File: config.mk
export PLATFORM = sky130hd
export DESIGN_NAME = dreg_pipe_sync
export DESIGN_NICKNAME = d
export VERILOG_FILES = /design/src/rtl/dreg_pkg.sv /design/src/rtl/dreg_pipe_stage.sv /design/src/rtl/dreg_pipe_sync.sv
export SDC_FILE = /design/constraint.sdc
export NUM_CORES = 1
export LEC_CHECK = 0
export CAP_MARGIN = 15
export CORE_AREA = 4 4 60 62
export DETAILED_ROUTE_END_ITERATION = 10
export DIE_AREA = 0 0 64 66
export DONT_BUFFER_PORTS = 1
export GPL_ROUTABILITY_DRIVEN = 0
export PLACE_DENSITY = 0.77
export REMOVE_ABC_BUFFERS = 1
export SLEW_MARGIN = 5
export SYNTH_ARGS = -nofsm -noshare
export SYNTH_HDL_FRONTEND = slang
export SYNTH_HIERARCHICAL = 1
export SYNTH_SLANG_ARGS = --single-unit
File: constraint.sdc
create_clock -name clk -period 2.7 [get_ports clk]
set_input_delay 0 -clock clk [delete_from_list [all_inputs] [get_ports clk]]
set_output_delay 0 -clock clk [all_outputs]
set_load 0.02 [all_outputs]
File: src/rtl/dreg_pkg.sv
// Shared constants and helpers for the dreg pipeline.
package dreg_pkg;

  localparam int DEFAULT_WIDTH = 8;
  localparam int DEFAULT_DEPTH = 4;

  function automatic int clog2(input int value);
    int result;
    result = 0;
    for (int p = 1; p < value; p = p * 2) begin
      result = result + 1;
    end
    return result;
  endfunction

endpackage

File: src/rtl/dreg_pipe_stage.sv
// One pipeline slot: a data register plus its valid bit, with a local ready term.
module dreg_pipe_stage
  import dreg_pkg::*;
#(
  parameter int              WIDTH     = DEFAULT_WIDTH,
  parameter logic [WIDTH-1:0] RESET_VAL = '0
) (
  input  logic             clk,
  input  logic             reset,
  input  logic             flush,
  input  logic             prev_valid,
  input  logic [WIDTH-1:0] prev_data,
  input  logic             rdy_next,
  output logic             rdy,
  output logic             valid,
  output logic [WIDTH-1:0] data
);

  // An empty slot always accepts, which is what lets words collapse bubbles.
  assign rdy = !valid | rdy_next;

  always_ff @(posedge clk) begin
    if (reset) begin
      valid <= 1'b0;
      data  <= RESET_VAL;
    end else if (flush) begin
      valid <= 1'b0;
    end else if (rdy) begin
      valid <= prev_valid;
      if (prev_valid) begin
        data <= prev_data;
      end
    end
  end

endmodule

File: src/rtl/dreg_pipe_sync.sv
// Back-pressurable register pipeline: DEPTH stages with a ready chain and occupancy count.
module dreg_pipe_sync
  import dreg_pkg::*;
#(
  parameter int               WIDTH     = DEFAULT_WIDTH,
  parameter int               DEPTH     = DEFAULT_DEPTH,
  parameter logic [WIDTH-1:0] RESET_VAL = '0
) (
  input  logic                        clk,
  input  logic                        reset,
  input  logic                        flush,
  input  logic                        in_valid,
  output logic                        in_ready,
  input  logic [WIDTH-1:0]            in_data,
  output logic                        out_valid,
  input  logic                        out_ready,
  output logic [WIDTH-1:0]            out_data,
  output logic [clog2(DEPTH+1)-1:0]   count
);

  localparam int CW = clog2(DEPTH + 1);

  logic [DEPTH:0]   rdy;
  logic [DEPTH-1:0] valid_s;
  logic [WIDTH-1:0] data_s [DEPTH];
  logic             in_fire;
  logic             out_fire;

  assign rdy[DEPTH] = out_ready;
  assign in_ready   = rdy[0] & !flush & !reset;
  assign in_fire    = in_valid & in_ready;
  assign out_valid  = valid_s[DEPTH-1];
  assign out_data   = data_s[DEPTH-1];
  assign out_fire   = out_valid & out_ready;

  for (genvar i = 0; i < DEPTH; i++) begin : g_stage
    logic             prev_valid;
    logic [WIDTH-1:0] prev_data;

    if (i == 0) begin : g_head
      assign prev_valid = in_fire;
      assign prev_data  = in_data;
    end else begin : g_body
      assign prev_valid = valid_s[i-1];
      assign prev_data  = data_s[i-1];
    end

    dreg_pipe_stage #(
      .WIDTH     (WIDTH),
      .RESET_VAL (RESET_VAL)
    ) u_stage (
      .clk        (clk),
      .reset      (reset),
      .flush      (flush),
      .prev_valid (prev_valid),
      .prev_data  (prev_data),
      .rdy_next   (rdy[i+1]),
      .rdy        (rdy[i]),
      .valid      (valid_s[i]),
      .data       (data_s[i])
    );
  end

  // Occupancy tracks handshakes, so it always equals the number of valid stages.
  always_ff @(posedge clk) begin
    if (reset || flush) begin
      count <= '0;
    end else if (in_fire && !out_fire) begin
      count <= count + CW'(1);
    end else if (out_fire && !in_fire) begin
      count <= count - CW'(1);
    end
  end

endmodule

==> results.tsv <==
stage	metric	value	unit
die	core_region_area	0.00303	mm^2
place	hpwlAfterDp	1880	um
clock_tree	htree_levels	2	
clock_tree	cts.sinks	39	
grt	grt_antenna_before_repair	0	
final_layout	fin_area	0.00202	mm^2
clock_tree	root_buffer	clkbuf_4	
clock_tree	numCtsBuffers	5	
sta	fin_crit_sh	0.910	
critical_path	crit_arrival	2730	ps
sta	slew_violations	0	
grt	grt_max_degree	71	
sta	finClkSkew	6.41	ps
sta	max_freq	407	MHz
run_status	run_status	finished, final reports clean	
grt	grt_pass1_wl	4930	um
clock_tree	clkTransAtPathRegs	100	ps
final_layout	nets	207	
sta	finalSetupViolations	0	
clock_tree	clock_path_buffers	2	
logic_synthesis	synthXorXnorAreaFrac	0.00958	
logic_synthesis	muxShareOfSynthArea	0.181	
critical_path	critPathRequiredTime	2970	ps
job	max_cap_viol_count	0	
power	vdd_drop_max	373	uV
final_layout	fin_util	0.668	
power	power.density	448	mW/mm^2
sta	worst_pin_slew	791	ps
logic_synthesis	synth_fa_ha_area_frac	0.0178	
logic_synthesis	ys_types	19	
final_layout	diodes	0	
grt	grt_pass1_vias	1130	
sta	hold_viol	0	
die	initial_utilization	0.604	
hold_path	worstHoldPathType	input port to register	
hold_path	hold_depth	4	
clock_tree	cts_tree	built	
die	dieWidth	64	um
sta	rsz0062_at_grt	no	
critical_path	worstSetupStartpointType	register	
grt	grt_remaining_overflow	0	
clock_tree	cts_resized	0	
grt	grt_usage	0.151	
critical_path	critPathMaxFanout	3	
sta	worst_slack	243	ps
die	die_y	66	um
drt	drtIter0Drc	35	
drt	drtAntennaViolNets	0	
logic_synthesis	synthCells	178	
final_layout	stdcell_count	235	
drt	vias_per_cell	4.94	
critical_path	path_class	register to register	
critical_path	r2r_cells	15	
drt	wl	2800	um
clock_tree	cts_setup_buffers	0	
drt	routedWlPerCell	11.9	um
logic_synthesis	syn_avg_cell_area	10.3	um^2
final_layout	drive_gt1_frac	0.0785	
logic_synthesis	synth_top_family_by_area	simple AND/OR/NAND/NOR gates	
place	placed_cell_area	0.00183	mm^2
clock_tree	insertion_delay	330	ps
logic_synthesis	synth-seq-cells	39	
clock_tree	cts.hold.buffers_added	14	
logic_synthesis	synthSimpleGateAreaFrac	0.315	
power	power_leakage	0.637	nW
place	dp_cells	215	
sta	max_slew_margin	0.470	
place	port_buffers	0	
die	pin_count	26	
die	die_area	0.00422	mm^2
drt	drc	0	
critical_path	cp-end-kind	register	
logic_synthesis	synth_compound_area_frac	0.00684	
sta	final.setup.tns	0	ps
logic_synthesis	seq_area_frac_synth	0.427	
final_layout	area_growth	10.6	%
drt	drt_pass1_iterations	4	
die	rows	20	
sta	fin_crit	2460	ps
place	pre_cts_slack	236	ps
drt	num_vias	1160	
logic_synthesis	syn_area	0.00183	mm^2
logic_synthesis	yosys_warnings	6	
-- per-layer routing --
metal,track usage,up-vias,part of all wire
met3,0.0425,4,0.048
met2,0.279,22,0.51
li1,-,601,-
met4,0.0809,0,0.016
met1,0.153,533,0.43
met5,0,-,0
-- area by class of cell --
cell class                      instances  area (um^2)
Clock buffer                            6         41.3
Fill cell                             263         1000
Inverter                                5         18.8
Multi-Input combinational cell        126          970
Sequential cell                        39          781
Tap cell                               44         55.1
Timing Repair Buffer                   15          158
-- Yosys cell counts, drive strengths merged --
library cell / number / area (um^2)
a21boi: 1 / 7.51
ha: 1 / 12.5
clkbuf: 4 / 15.0
and2: 1 / 6.26
nor3: 6 / 30.0
and3: 1 / 6.26
nor3b: 4 / 50.1
nand2b: 64 / 400
or3: 1 / 6.26
fa: 1 / 20.0
o21ai: 1 / 5.00
buf: 4 / 45.0
dfxtp: 39 / 781
mux2i: 33 / 330
inv: 5 / 18.8
nand2: 1 / 3.75
nor2b: 4 / 55.1
xor2: 2 / 17.5
nor2: 5 / 18.8
-- stage by stage --
step / hold slack, ps / power, mW
finish: 147 / 0.906
global route: 148 / 0.944
CTS: 141 / 0.918
detailed placement: 80.8 / 0.632
global placement: 78.7 / 0.630
floorplan: 76.8 / 0.628
-- cell usage in the layout (no fill, tap or decap), drive strengths merged --
cell         instances
mux2i               33
nor2b                4
nor2                 5
or3                  1
and2                 1
nor3                 6
nand2b              64
a21boi               1
fa                   1
nand2                1
dlygate4sd3         13
dfxtp               39
ha                   1
and3                 1
clkbuf               6
o21ai                1
inv                  5
nor3b                4
xor2                 2
buf                  2
-- final timing paths --
path         slack [ps]                         end                       start
max                 240                    count[2]    g_stage[3].u_stage/valid
min                 150                    count[2]                   out_ready
max reg2reg         240                    count[2]    g_stage[3].u_stage/valid
min reg2reg         480  g_stage[1].u_stage/data[3]  g_stage[1].u_stage/data[3]
-- critical path, stage by stage (launching register included) --
cell,delay [ps]
dfxtp_1,340
nor2b_4,160
inv_1,90
nor2b_4,130
inv_1,80
nor2b_4,140
inv_1,80
nor2b_4,130
inv_1,50
and3_1,190
ha_1,220
inv_1,70
fa_1,180
xor2_1,70
or3_1,310
a21boi_1,140
-- where the power goes --
group	internal [mW]	switching, mW
sequential	0.579	0.00391
combinational	0.0377	0.0263
clock	0.0927	0.166
-- cell families (layout without fill, tap and decap cells) --
kind of cell	Yosys count	count (layout)
AO/OA/AOI/OAI	2	2
XOR/XNOR	2	2
adder cells (fa/ha/maj)	2	2
buffers and inverters	13	26
flip-flops	39	39
multiplexers	33	33
AND/OR/NAND/NOR	87	87
-- flip-flops by register name (all words and copies together) (netlist names) --
name	count
count	3
g_stage.u_stage/valid	4
g_stage.u_stage/data	32
Note: power is estimated with default switching activity, not from simulation.
